### config.mk
export PLATFORM = sky130hd
export DESIGN_NAME = ins_fetcher_flat
export DESIGN_NICKNAME = d
export VERILOG_FILES = /design/src/rtl/ins_fetcher_pkg.sv /design/src/rtl/ins_fetcher_if.sv /design/src/rtl/ins_fetcher_jal_imm_decode.sv /design/src/rtl/ins_fetcher.sv /design/src/flat_wrapper.sv
export SDC_FILE = /design/constraint.sdc
export NUM_CORES = 1
export LEC_CHECK = 0
export ABC_CLOCK_PERIOD_IN_PS = 11240
export CORE_ASPECT_RATIO = 1.5
export CORE_MARGIN = 4
export CORE_UTILIZATION = 25
export CTS_CLUSTER_SIZE = 24
export DETAILED_ROUTE_END_ITERATION = 10
export GPL_TIMING_DRIVEN = 0
export MAX_ROUTING_LAYER = met4
export PLACE_DENSITY = 0.49
export SLEW_MARGIN = 20
export SYNTH_ARGS = -nofsm -noshare
export SYNTH_HDL_FRONTEND = slang
export SYNTH_SLANG_ARGS = --single-unit
### constraint.sdc
create_clock -name clk -period 11.24 [get_ports clk]
set_input_delay 1.124 -clock clk [delete_from_list [all_inputs] [get_ports clk]]
set_output_delay 1.124 -clock clk [all_outputs]
set_load 0.02 [all_outputs]
### src/rtl/ins_fetcher_pkg.sv
// Shared definitions for the instruction fetcher: widths, JAL opcode,
// FSM state encoding and a small opcode helper.
package ins_fetcher_pkg;

    localparam int INS_LEN = 32;
    localparam int PC_LEN  = 32;

    localparam logic [6:0] OPC_JAL = 7'b1101111;

    typedef enum logic [1:0] {
        ST_IDLE    = 2'd0,
        ST_WAIT    = 2'd1,
        ST_HOLD    = 2'd2,
        ST_DISCARD = 2'd3
    } state_t;

    function automatic logic is_jal(input logic [6:0] opc);
        return opc == OPC_JAL;
    endfunction

endpackage

### src/rtl/ins_fetcher_if.sv
// Fetch port between the fetcher (master) and memory/icache (slave).
// mem_req/mem_addr: level request + address; mem_done/mem_ins: one-cycle reply.
interface ins_fetcher_if
    import ins_fetcher_pkg::*;
#(
    parameter int PC_W  = PC_LEN,
    parameter int INS_W = INS_LEN
);

    logic             mem_req;
    logic [PC_W-1:0]  mem_addr;
    logic             mem_done;
    logic [INS_W-1:0] mem_ins;

    modport master (
        output mem_req,
        output mem_addr,
        input  mem_done,
        input  mem_ins
    );

    modport slave (
        input  mem_req,
        input  mem_addr,
        output mem_done,
        output mem_ins
    );

endinterface

### src/rtl/ins_fetcher_jal_imm_decode.sv
// J-type immediate extraction with sign extension to PC_W bits.
// Ports: ins = instruction bits [31:12]; imm = sign-extended byte offset.
module ins_fetcher_jal_imm_decode #(
    parameter int PC_W = 32
) (
    input  logic [31:12]    ins,
    output logic [PC_W-1:0] imm
);

    logic [20:0] j;

    // imm[20|10:1|11|19:12] live in ins[31|30:21|20|19:12]
    assign j   = {ins[31], ins[19:12], ins[20], ins[30:21], 1'b0};
    assign imm = {{(PC_W-21){j[20]}}, j};

endmodule

### src/rtl/ins_fetcher.sv
// Fetch sequencer: owns the PC, issues one fetch at a time, pushes word+PC
// into the instruction queue, stalls on full, redirects on clear.
// Ports: clk, reset (async, high), ready (global enable), clear/clear_pc
// (redirect), full (queue), push/push_ins/push_pc (queue write),
// mem (ins_fetcher_if.master: mem_req, mem_addr, mem_done, mem_ins).
// Option: define FETCH_JAL_PREDICT_EN to follow JAL targets at push time.
module ins_fetcher
    import ins_fetcher_pkg::*;
#(
    parameter int              PC_W     = PC_LEN,
    parameter int              INS_W    = INS_LEN,
    parameter logic [PC_W-1:0] RESET_PC = '0
) (
    input  logic             clk,
    input  logic             reset,
    input  logic             ready,
    input  logic             clear,
    input  logic [PC_W-1:0]  clear_pc,
    input  logic             full,
    output logic             push,
    output logic [INS_W-1:0] push_ins,
    output logic [PC_W-1:0]  push_pc,
    ins_fetcher_if.master    mem
);

    localparam logic [PC_W-1:0] STEP = PC_W'(4);

    state_t           state, state_n;
    logic [PC_W-1:0]  pc, pc_n, pc_seq;
    logic             push_n;
    logic [INS_W-1:0] push_ins_n;
    logic [PC_W-1:0]  push_pc_n;
    logic             req, req_n;
    logic [PC_W-1:0]  addr, addr_n;
    logic [INS_W-1:0] hold, hold_n;

    assign mem.mem_req  = req;
    assign mem.mem_addr = addr;

`ifdef FETCH_JAL_PREDICT_EN
    logic [INS_W-1:0] word;
    logic [PC_W-1:0]  jimm;

    // the word being pushed this cycle: held word in HOLD, else the reply
    assign word = (state == ST_HOLD) ? hold : mem.mem_ins;

    ins_fetcher_jal_imm_decode #(.PC_W(PC_W)) u_jimm (
        .ins (word[31:12]),
        .imm (jimm)
    );

    assign pc_seq = is_jal(word[6:0]) ? pc + jimm : pc + STEP;
`else
    assign pc_seq = pc + STEP;
`endif

    always_comb begin
        state_n    = state;
        pc_n       = pc;
        push_n     = 1'b0;
        push_ins_n = push_ins;
        push_pc_n  = push_pc;
        req_n      = req;
        addr_n     = addr;
        hold_n     = hold;
        unique case (state)
            ST_IDLE: begin
                if (clear) begin
                    pc_n = clear_pc;
                end else if (!full) begin
                    req_n   = 1'b1;
                    addr_n  = pc;
                    state_n = ST_WAIT;
                end
            end
            ST_WAIT: begin
                if (clear) begin
                    pc_n = clear_pc;
                    if (mem.mem_done) begin
                        req_n   = 1'b0;
                        state_n = ST_IDLE;
                    end else begin
                        // request cannot be cancelled; swallow its reply
                        state_n = ST_DISCARD;
                    end
                end else if (mem.mem_done) begin
                    req_n = 1'b0;
                    if (full) begin
                        hold_n  = mem.mem_ins;
                        state_n = ST_HOLD;
                    end else begin
                        push_n     = 1'b1;
                        push_ins_n = mem.mem_ins;
                        push_pc_n  = pc;
                        pc_n       = pc_seq;
                        state_n    = ST_IDLE;
                    end
                end
            end
            ST_HOLD: begin
                if (clear) begin
                    pc_n    = clear_pc;
                    state_n = ST_IDLE;
                end else if (!full) begin
                    push_n     = 1'b1;
                    push_ins_n = hold;
                    push_pc_n  = pc;
                    pc_n       = pc_seq;
                    state_n    = ST_IDLE;
                end
            end
            ST_DISCARD: begin
                if (clear) begin
                    pc_n = clear_pc;
                end
                if (mem.mem_done) begin
                    req_n   = 1'b0;
                    state_n = ST_IDLE;
                end
            end
            default: state_n = ST_IDLE;
        endcase
    end

    always_ff @(posedge clk or posedge reset) begin
        if (reset) begin
            state    <= ST_IDLE;
            pc       <= RESET_PC;
            push     <= 1'b0;
            push_ins <= '0;
            push_pc  <= '0;
            req      <= 1'b0;
            addr     <= '0;
            hold     <= '0;
        end else if (ready) begin
            state    <= state_n;
            pc       <= pc_n;
            push     <= push_n;
            push_ins <= push_ins_n;
            push_pc  <= push_pc_n;
            req      <= req_n;
            addr     <= addr_n;
            hold     <= hold_n;
        end
    end

endmodule

### src/flat_wrapper.sv
// flat-port wrapper written by rule: the top's interface ports become plain ports
module ins_fetcher_flat import ins_fetcher_pkg::*;
#(
    parameter int              PC_W     = PC_LEN,
    parameter int              INS_W    = INS_LEN,
    parameter logic [PC_W-1:0] RESET_PC = '0
)
  (clk, reset, ready, clear, clear_pc, full, push, push_ins, push_pc, mem_mem_req, mem_mem_addr, mem_mem_done, mem_mem_ins);
  ins_fetcher_if #(.PC_W(PC_W), .INS_W(INS_W)) mem_i ();
  input  logic clk;
  input  logic reset;
  input  logic ready;
  input  logic clear;
  input  logic [PC_W-1:0] clear_pc;
  input  logic full;
  output logic push;
  output logic [INS_W-1:0] push_ins;
  output logic [PC_W-1:0] push_pc;
  output wire logic [$bits(mem_i.mem_req)-1:0] mem_mem_req;
  output wire logic [$bits(mem_i.mem_addr)-1:0] mem_mem_addr;
  input wire logic [$bits(mem_i.mem_done)-1:0] mem_mem_done;
  input wire logic [$bits(mem_i.mem_ins)-1:0] mem_mem_ins;
  assign mem_mem_req = mem_i.mem_req;
  assign mem_mem_addr = mem_i.mem_addr;
  assign mem_i.mem_done = mem_mem_done;
  assign mem_i.mem_ins = mem_mem_ins;
  ins_fetcher #(.PC_W(PC_W), .INS_W(INS_W), .RESET_PC(RESET_PC)) u_core (.clk(clk), .reset(reset), .ready(ready), .clear(clear), .clear_pc(clear_pc), .full(full), .push(push), .push_ins(push_ins), .push_pc(push_pc), .mem(mem_i));
endmodule
==> impl_results.md <==
- Cell with the most instances after synthesis: dfrtp_1
- Yosys reg bits: 164
- Drt total wl: 22.1 mm
- Router iterations before antenna repair: 4
- Req. time, crit path: 11,540 ps
- Skew final: 8.57 ps
- Finish-stage setup viols: 0
- Dpl cells: 1,179
- Clock slew at reported path FFs: 60 ps
- Cell taking the most area after synthesis: dfrtp_1
- Async set-reset flop share out of synthesis: 100%
- Top-area cell type share of the netlist area: 56.4%
- Seq/Total Area, Yosys: 56.4%
- WL per Instance: between 15 and 20 um
- Setup TNS: 0 ps
- Num CTS Buffers: 17
- Antenna violations before repair: 2
- Final Util: 35.1%
- VDD IR max: roughly 0.13 mV
- Skew-Pair Late Insertion Delay: about 450 ps
- H-tree lvl count: 4
- Critical path data arrival time: 3600 ps
- Die span in y: 217 um
- Final antenna-violating net count: 0
- Grt total ovfl: 0
- Share of layout cells above drive strength 1: 15.1%
- Root Buffer Master: clkbuf_16
- Avg Cell Area, Syn: 11.7 um^2
- Slew Viols, Final: 0
- Max Fclk: 304 MHz
- Final hold violation count: 0
- Leakage Power: 3.98 nW
- Number of max-cap violations: 0
- # hold bufs at CTS: 0
- First-pass GRT wire length: 34.3 mm
- TritonCTS clock tree: built
- Synth cell count leaders: 164 x dfrtp_1, 68 x a21oi_1, 68 x mux2_2, 53 x nor2_1, 33 x mux2i_1
- Slew @ Worst Pin: 814 ps
- Post-CTS Setup Bufs: 0
- Synth warnings: 0
- IO Pins: ~170
- Hold slack final: 490 ps
- Largest net degree at the start of global routing: 93
- Pwr dens: a little under 300 mW/mm^2
- Core ar.: 0.0287 mm^2
- Crit path launch type: input pin
- Cts repair resizes: 0
- Highest fanout seen on the critical path: 10
- Bufs on Longest Clock Path: 2
- Setup CP Type: in -> reg
- Mapped cell area: 0.00728 mm^2
- Hold WC Path Type: reg -> reg
- Final Power: 2.91 mW
- DIE AREA: 0.0320 mm^2
- Final nets: roughly 900
- DRC: 0
- Initial Util: 25.3%
- Vias/cell: 4.58
- Post-Syn Nets: around 700
- Number of synthesized flops with an enable pin: 0
- Row count: 76
- Synthesized instance count: between 600 and 700
- Post-DP HPWL: 15.9 mm
- Iter 0 DRT Violations: 298
- Vias in the first global route: 5,811
- Area growth syn-to-layout: 38.5%
- Run status: completed
- GPL Wtd Cong: roughly 0.8
- Synth area leaders: dfrtp_1 56%, mux2_2 11%, mux2_1 4.8%
- Fin cells: 1,212
- CP endpoint kind: flop
- Die Width: 147 um
- Slew HR: 45.7%
- Synth Flop Type: dfrtp_1
- RSZ-0062 raised after global routing: false
- Fill cells: 2,937
- PortBufs: around 170
- Final Critical Period: 3290 ps
- Netlist cell types: 47
- # clock sinks: 164
- Total GRT Usage: 14.5%
- Vias: 5,552
- Fin crit share: 29.3%
==> cells in the final DEF (no fill, tap or decap), types with 4 or more instances in the layout <==
cell type / count
clkbuf_1: 24
clkinvlp_4: 5
mux2_2: 68
mux2_1: 31
clkdlybuf4s50_1: 167
nand4_1: 7
a31oi_1: 7
o22a_1: 4
dfrtp_1: 164
nand2_1: 27
nand3_1: 24
a2bb2oi_1: 13
o21ai_0: 13
nor2_1: 53
o22ai_1: 14
clkbuf_16: 17
mux2i_1: 33
buf_2: 17
ha_1: 5
a21oi_1: 68
inv_1: 7
==> state kept, by name, summed over array words and instances, names as in the netlist <==
name,cells
u_core.hold,32
u_core.state,2
u_core.mem.mem_addr,32
u_core.push_ins,32
u_core.push,1
u_core.push_pc,32
u_core.mem.mem_req,1
u_core.pc,32
==> power breakdown <==
part / switching [mW] / internal, mW
Combinational: 0.602 / 0.597
Clock: 0.254 / 0.355
Sequential: 0.221 / 0.879
==> worst paths after layout <==
check | from | to | slack (ps) | cells after the start
min reg2reg | u_core.hold[8]$_DFFE_PP0P_ | u_core.hold[8]$_DFFE_PP0P_ | 490 | 1
max | ready | u_core.push_ins[24]$_DFFE_PP0P_ | 7950 | 7
max in group asynchronous | reset | u_core.mem.mem_addr[5]$_DFFE_PP0P_ | 9220 | 3
max reg2reg | u_core.state[0]$_DFFE_PP0P_ | u_core.push_ins[24]$_DFFE_PP0P_ | 8400 | 8
min in group asynchronous | reset | u_core.push_ins[22]$_DFFE_PP0P_ | 1120 | 2
min | u_core.hold[8]$_DFFE_PP0P_ | u_core.hold[8]$_DFFE_PP0P_ | 490 | 1
==> cells by family (layout without fill, tap and decap cells) <==
family	count (synthesis)	in the layout	synth area share (%)
AO/OA/AOI/OAI	135	135	11.2
adder cells (fa/ha/maj)	5	5	0.860
buffers and inverters	52	251	2.97
flip-flops	164	164	56.4
multiplexers	132	132	19.9
other	0	2	0
AND/OR/NAND/NOR	133	133	8.72
==> through the flow <==
| step | setup slack [ps] | area (um^2) |
|---|---|---|
| global placement | 2830 | 9440 |
| global route | 7680 | 10100 |
| finish | 7950 | 10100 |
| detailed placement | 7400 | 9470 |
| floorplan | 5680 | 7280 |
| CTS | 7880 | 10100 |
==> cell type report <==
cell class | instances | area [um^2] | share of cell area [%]
Sequential cell | 164 | 4100 | 40.7
Multi-Input combinational cell | 405 | 2960 | 29.3
Timing Repair Buffer | 168 | 1700 | 16.9
Tap cell | 390 | 488 | 4.84
Clock buffer | 20 | 447 | 4.43
Buffer | 42 | 179 | 1.78
Clock inverter | 11 | 154 | 1.53
Inverter | 10 | 45.0 | 0.447
Antenna cell | 2 | 5.00 | 0.0497
==> per-layer routing <==
layer  GRT usage [%]  wire length, um  vias to the layer above
met5               -                0                        -
li1                -                -                     2619
met1            16.0             8580                     2744
met3            4.08             1400                       29
met2            24.4            11600                      160
met4            6.47              467                        0
==> worst max-delay path, cell delays in order <==
cell and delay (ps):
clkdlybuf4s50_1 510, clkbuf_1 380, nand2_1 90, nor2_1 500, buf_2 370, buf_1 470
a21oi_1 130
Note: power is estimated with default switching activity, not from simulation.
